**config.mk**
```make
export PLATFORM = sky130hd
export DESIGN_NAME = seven_seg_multidigit_counter
export DESIGN_NICKNAME = d
export VERILOG_FILES = /design/src/rtl/seven_seg_multidigit_counter.sv
export SDC_FILE = /design/constraint.sdc
export NUM_CORES = 1
export LEC_CHECK = 0
export ABC_AREA = 1
export CAP_MARGIN = 25
export CORE_MARGIN = 2
export CORE_UTILIZATION = 40
export CTS_CLUSTER_DIAMETER = 80
export DETAILED_ROUTE_END_ITERATION = 16
export RECOVER_POWER = 50
export SLEW_MARGIN = 20
export SYNTH_ARGS = -nofsm -noshare
export SYNTH_HDL_FRONTEND = slang
export SYNTH_SLANG_ARGS = --single-unit
```
**constraint.sdc**
```tcl
create_clock -name clk -period 3.4 [get_ports clk]
set_input_delay 0.85 -clock clk [delete_from_list [all_inputs] [get_ports clk]]
set_output_delay 0.85 -clock clk [all_outputs]
set_load 0.02 [all_outputs]
```
**src/rtl/seven_seg_multidigit_counter.sv**
```systemverilog
// seven_seg_multidigit_counter: prescaled N-digit BCD up/down counter driving a multiplexed 7-segment display.
// Latency: count_bcd/tick_out/carry_out registered on the step edge; segments/digit_sel registered 1 cycle after scan index.
// Backpressure: none; en holds the count while the scan free-runs. Define LEADING_ZERO_BLANK_EN to blank leading zero digits.
module seven_seg_multidigit_counter #(
    parameter int MAX_COUNT  = 1000,
    parameter int NUM_DIGITS = 2,
    parameter int SCAN_DIV   = 4
) (
    input  logic                    clk,
    input  logic                    rst_n,
    input  logic                    en,
    input  logic                    up_dn,
    input  logic                    clear,
    output logic [6:0]              segments,
    output logic [NUM_DIGITS-1:0]   digit_sel,
    output logic [4*NUM_DIGITS-1:0] count_bcd,
    output logic                    tick_out,
    output logic                    carry_out
);

    // Prescaler, scan index and scan divider widths; each is held at >= 1 bit
    // so degenerate parameter values still elaborate.
    localparam int PW = (MAX_COUNT > 0) ? $clog2(MAX_COUNT + 1) : 1;
    localparam int IW = (NUM_DIGITS > 1) ? $clog2(NUM_DIGITS) : 1;
    localparam int SW = (SCAN_DIV > 1) ? $clog2(SCAN_DIV) : 1;

    localparam logic [PW-1:0] PRESC_MAX = PW'(MAX_COUNT);

    // 0-9 to gfedcba; anything else cannot be stored, so it decodes dark.
    function automatic logic [6:0] seg_decode(input logic [3:0] d);
        logic [6:0] s;
        case (d)
            4'd0:    s = 7'h3F;
            4'd1:    s = 7'h06;
            4'd2:    s = 7'h5B;
            4'd3:    s = 7'h4F;
            4'd4:    s = 7'h66;
            4'd5:    s = 7'h6D;
            4'd6:    s = 7'h7D;
            4'd7:    s = 7'h07;
            4'd8:    s = 7'h7F;
            4'd9:    s = 7'h6F;
            default: s = 7'h00;
        endcase
        return s;
    endfunction

    logic [PW-1:0]           presc;
    logic                    step;
    logic [4*NUM_DIGITS-1:0] count_nxt;
    logic                    ripple;
    logic [3:0]              d_cur;
    logic [IW-1:0]           scan_idx;
    logic [NUM_DIGITS-1:0]   sel_nxt;
    logic [3:0]              cur_digit;
    logic                    cur_blank;

    // A count step happens only at prescaler terminal with en high; clear
    // outranks it so no tick or carry escapes on a clearing edge.
    assign step = en && !clear && (presc == PRESC_MAX);

    // Prescaler: counts 0..MAX_COUNT while enabled, freezes when en drops.
    always_ff @(posedge clk or negedge rst_n) begin
        if (!rst_n) begin
            presc <= '0;
        end else if (clear) begin
            presc <= '0;
        end else if (en) begin
            if (presc == PRESC_MAX) begin
                presc <= '0;
            end else begin
                presc <= presc + 1'b1;
            end
        end
    end

    // Ripple-carry/borrow BCD successor of the current count; ripple left set
    // after the top digit means the whole range wrapped.
    always_comb begin
        count_nxt = count_bcd;
        ripple    = 1'b1;
        d_cur     = 4'd0;
        for (int k = 0; k < NUM_DIGITS; k++) begin
            d_cur = count_bcd[4*k +: 4];
            if (ripple) begin
                if (up_dn) begin
                    if (d_cur == 4'd9) begin
                        count_nxt[4*k +: 4] = 4'd0;
                    end else begin
                        count_nxt[4*k +: 4] = d_cur + 4'd1;
                        ripple              = 1'b0;
                    end
                end else begin
                    if (d_cur == 4'd0) begin
                        count_nxt[4*k +: 4] = 4'd9;
                    end else begin
                        count_nxt[4*k +: 4] = d_cur - 4'd1;
                        ripple              = 1'b0;
                    end
                end
            end
        end
    end

    // Digit register plus the tick/carry pulses, all updated on the step edge.
    always_ff @(posedge clk or negedge rst_n) begin
        if (!rst_n) begin
            count_bcd <= '0;
            tick_out  <= 1'b0;
            carry_out <= 1'b0;
        end else if (clear) begin
            count_bcd <= '0;
            tick_out  <= 1'b0;
            carry_out <= 1'b0;
        end else begin
            tick_out  <= step;
            carry_out <= step && ripple;
            if (step) begin
                count_bcd <= count_nxt;
            end
        end
    end

    generate
        if (NUM_DIGITS > 1) begin : g_scan
            localparam logic [SW-1:0] SCAN_MAX = SW'(SCAN_DIV - 1);
            localparam logic [IW-1:0] IDX_MAX  = IW'(NUM_DIGITS - 1);

            logic [SW-1:0] scan_div;
            logic [IW-1:0] idx_q;

            // Free-running scan: hold each digit SCAN_DIV clocks, then move on.
            always_ff @(posedge clk or negedge rst_n) begin
                if (!rst_n) begin
                    scan_div <= '0;
                    idx_q    <= '0;
                end else if (scan_div == SCAN_MAX) begin
                    scan_div <= '0;
                    idx_q    <= (idx_q == IDX_MAX) ? '0 : idx_q + 1'b1;
                end else begin
                    scan_div <= scan_div + 1'b1;
                end
            end

            assign scan_idx = idx_q;
        end else begin : g_no_scan
            // A single digit is always selected; nothing to scan.
            assign scan_idx = '0;
        end
    endgenerate

`ifdef LEADING_ZERO_BLANK_EN
    logic [NUM_DIGITS-1:0] lead_zero;
    logic                  zero_run;

    // lead_zero[k]: digit k and every more-significant digit are zero.
    always_comb begin
        lead_zero = '0;
        zero_run  = 1'b1;
        for (int k = NUM_DIGITS - 1; k >= 0; k--) begin
            zero_run     = zero_run && (count_bcd[4*k +: 4] == 4'd0);
            lead_zero[k] = zero_run;
        end
    end
`endif

    // Select the scanned digit and build its one-hot strobe.
    always_comb begin
        sel_nxt   = '0;
        cur_digit = 4'd0;
        cur_blank = 1'b0;
        for (int k = 0; k < NUM_DIGITS; k++) begin
            if (scan_idx == IW'(k)) begin
                sel_nxt[k] = 1'b1;
                cur_digit  = count_bcd[4*k +: 4];
`ifdef LEADING_ZERO_BLANK_EN
                // The units digit always shows, even when the count is zero.
                cur_blank  = (k != 0) && lead_zero[k];
`endif
            end
        end
    end

    // Register the display bus so segments and strobe move together.
    always_ff @(posedge clk or negedge rst_n) begin
        if (!rst_n) begin
            segments  <= 7'h3F;
            digit_sel <= NUM_DIGITS'(1);
        end else begin
            segments  <= cur_blank ? 7'h00 : seg_decode(cur_digit);
            digit_sel <= sel_nxt;
        end
    end

endmodule

```
==> results.md <==
Clock tree:
- In this run the deepest clock path goes through 2 buffers.
- After clock tree synthesis, the clock-pin slew on the worst setup and hold paths is 0.07 ns.
- Clock tree synthesis found a total of 32 sinks.
- In this run the clock root is driven by a sky130_fd_sc_hd__clkbuf_8.
- The clock tree from TritonCTS is yes.
- At the later pin of the worst-skew pair, clock insertion delay measures 0.28 ns.
- Post-CTS repair changed the size of 0 cells.
- The number of buffers added by the clock tree synthesis step is 5.
- Once the clock tree was built, the setup fixing pass inserted 0 buffers.
- The level count of the clock H-tree is 2.
- The number of buffers inserted by hold repair at cts is 0.

Setup path:
- Broken down by cell family, the worst path's largest delay share belongs to buffers and inverters.
- The critical path data arrival time is 2.56 ns.
- The worst register-to-register path has a depth of 7.
- Data on the critical path is required at its endpoint by 3.46 ns.
- The class of the most critical setup path is in2async.
- The library cell contributing the largest single delay on the critical path is sky130_fd_sc_hd__clkbuf_1.
- The startpoint class of the critical path is an input port.
- Counting buffers and inverters, the worst setup path is 2 cells deep.
- Together, buffers and inverters on the worst path number 2.
- The signal on the critical path passes through clkdlybuf4s50_1 -> clkbuf_1.
- In this design, the stage delay of the slowest critical-path cell is 1.26 ns.
- The critical path capture point type is an asynchronous set/reset pin.
- The maximum net fanout on the critical path is 32.

Power and ir drop:
- The standby leakage power is 1.12 nW.
- In this run the power density over the cells is 313 nW/um^2.
- After layout, the design draws a total of 0.751 mW.
- The largest voltage drop on the vdd net is 0.236 mV.

STA:
- The final critical-path setup slack is 0.904 ns.
- The headroom to the max-slew limit is -16.5%.
- The final count of pins violating max slew is 33.
- The achievable clock frequency is 0.401 GHz.
- Setup repair after global routing left no endpoint under its margin.
- The worst clock skew on the final layout is 0.00506 ns.
- For the pin with the worst max-slew slack, the measured transition is 1.75 ns.
- In the final timing run, aggregate negative setup slack is 0 ns.
- The final clock period utilization by the worst path is 73.4%.
- The count of endpoints failing hold in the final timing report is 0.
- The time the worst path needs with I/O delays and setup is 2.50 ns.
- Setup violations remaining at the end of the flow were counted as 0.

Placed design:
- At the placement stage, the worst setup path has a slack of 1.13 ns.
- The count of buffers from port buffering is 23.
- The total cell area at the placement stage is 2310 sq um.
- Routability-driven placement finished with a final weighted congestion of 0.848.
- The half-perimeter wire length of the detailed placement result is 3130 um.
- The number of placed instances, taps included, is 351.

Detailed routing:
- Across all layers, the routed design uses 1703 vias.
- The post-detailed-route wirelength per cell is 11.4 um.
- Summed over all layers, the routed wires come to 4110 um.
- The number of vias per cell after detailed routing is 4.74.
- After detailed routing, the number of remaining DRC violations is 0.
- The length of the first detailed-routing pass in iterations is 4.
- After the first detailed-routing iteration, the DRC count stood at 138.
- Once detail routing completed, the nets flagged for antenna violations numbered 0.

Floorplanning:
- After floorplanning, the core was sized to cover 4820 sq um.
- The die is 75.1 um wide.
- The effective utilization at floorplan is 42.0%.
- The height of the die is 75.1 um.
- The I/O pin total is 24.
- The placement row count is 25.
- The floorplan step defined a die boundary enclosing 5650 sq um.

Yosys:
- The Yosys step of the flow raised 0 warnings.
- The flop and latch count out of synthesis is 32.
- In the synthesized netlist the dominant register cell turns out to be sky130_fd_sc_hd__dfrtp_1.
- After synthesis, the most frequently instantiated cells are sky130_fd_sc_hd__nand2_1, sky130_fd_sc_hd__inv_1, sky130_fd_sc_hd__nand3_1.
- The largest total area in the synthesized netlist belongs to sky130_fd_sc_hd__dfrtp_1.
- After synthesis, the cell types taking the most area are sky130_fd_sc_hd__dfrtp_1, sky130_fd_sc_hd__nand2_1, sky130_fd_sc_hd__ha_1, sky130_fd_sc_hd__dfstp_2, sky130_fd_sc_hd__nand3_1.
- The share of synthesized flip-flops with an asynchronous set or reset is 100%.
- The synthesized netlist net count is 285.
- The share of synthesized area occupied by flip-flops and latches is 40.0%.
- In this run the biggest area consumer among cell types represents 30.9% of the synthesized area.
- Synthesis produced 265 cells.
- The cell with the most instances after synthesis is sky130_fd_sc_hd__nand2_1.
- After synthesis, the netlist uses 29 different library cells.
- The post-synthesis cell area is 2020 sq um.
- The number of enable flip-flop cells after synthesis is 0.
- The mean instance size in the synthesized netlist is 7.64 sq um.

Layout:
- The area occupied by multi-input gates is 1030 sq um.
- The filler cell count in the final layout is 487.
- The repair_antennas step left the layout with diodes totalling 0.
- Cells with a size suffix above 1 make up 10.6% of the layout.
- In the final design database the tool counted 311 nets.
- The final cell count without fillers is 359.
- The post-route standard cell area excluding fillers is 2400 sq um.
- In the final layout, flip-flops and latches occupy 810 sq um.
- The area growth from synthesis to layout is 18.5%.

GRT:
- The first global-routing pass estimated 6840 um of wire.
- Global routing used 16.1% of the available tracks across all layers.
- The number of global-route vias before repair came to 1533.
- The total overflow left after global routing is 0.
- The maximum number of pins on one net before global-route repair is 33.
- The initial antenna violation count was 0.

Flow run:
- The max-cap check violation count is 1.

Status:
- The run finished, with violations left.
- The final reports fail on capacitance limit, slew limit.

Hold path:
- The worst hold path cell count is 1.
- The tightest min-delay check is of the reg2reg type.
[where the power goes]
part,switching [mW],total [mW],leakage [nW],internal [mW]
logic,0.0346,0.0519,0.662,0.0173
clock network,0.146,0.310,0.0434,0.164
registers,0.00493,0.389,0.417,0.384
[through the flow]
stage | utilization, % | hold WS [ns]
finish | 49.8 | 0.429
global route | 49.8 | 0.478
CTS | 50.1 | 0.432
detailed placement | 48.1 | 0.422
global placement | 48.1 | 0.415
floorplan | - | 0.349
[path summary, 6_finish.rpt]
path	slack, ns	to	from
max in group clk	1.03	count_bcd[6]	count_bcd[6]$_DFFE_PN0P_
hold reg to reg	0.43	g_scan.scan_div[0]$_DFF_PN0_	g_scan.scan_div[0]$_DFF_PN0_
hold / removal	0.43	g_scan.scan_div[0]$_DFF_PN0_	g_scan.scan_div[0]$_DFF_PN0_
setup reg to reg	1.47	segments[3]$_DFF_PN1_	g_scan.idx_q$_DFFE_PN0P_
min in group asynchronous	1.50	digit_sel[1]$_DFF_PN0_	rst_n
setup / recovery	0.90	count_bcd[1]$_DFFE_PN0P_	rst_n
[sequential cells by signal, indices dropped and copies added (netlist names)]
| signal | cells |
|---|---|
| presc | 10 |
| count_bcd | 8 |
| segments | 7 |
| digit_sel | 2 |
| g_scan.scan_div | 2 |
| carry_out | 1 |
| g_scan.idx_q | 1 |
| tick_out | 1 |
[layout by cell type (no fill, tap or decap), types with 4 or more instances in the layout]
cell and instances:
sky130_fd_sc_hd__clkdlybuf4s50_1 23, sky130_fd_sc_hd__ha_1 15, sky130_fd_sc_hd__nand2_1 73, sky130_fd_sc_hd__nand4_1 6, sky130_fd_sc_hd__o21ai_0 15, sky130_fd_sc_hd__nor2_1 20, sky130_fd_sc_hd__a21oi_1 4, sky130_fd_sc_hd__o22ai_1 5
sky130_fd_sc_hd__clkbuf_8 6, sky130_fd_sc_hd__dfrtp_1 25, sky130_fd_sc_hd__dfstp_2 7, sky130_fd_sc_hd__inv_1 34, sky130_fd_sc_hd__nand3_1 26, sky130_fd_sc_hd__nand2_2 4
[cell type report]
cell class / count / area share (%)
clock buffer: 6 / 3.44
multi-input combinational: 190 / 42.9
timing repair buffer: 24 / 9.75
sequential: 32 / 33.8
inverter: 38 / 6.05
clock inverter: 2 / 0.626
tap: 67 / 3.50
[cells by family after synthesis]
kind of cell	count (synthesis)	share of synthesized area, %
AND/OR/NAND/NOR	139	31.2
flip-flops	32	40.0
adder cells (fa/ha/maj)	15	9.27
buffers and inverters	43	8.71
AO/OA/AOI/OAI	30	8.22
XOR/XNOR	6	2.60
[metal layers]
layer | GRT usage (%) | routed length [um] | vias to the layer above
met5 | 0 | 0 | -
met1 | 21.5 | 2040 | 782
met2 | 25.8 | 1940 | 19
li1 | - | - | 898
met3 | 3.75 | 74 | 4
met4 | 5.65 | 51 | 0
No activity file was read; power rests on OpenSTA's default activity.
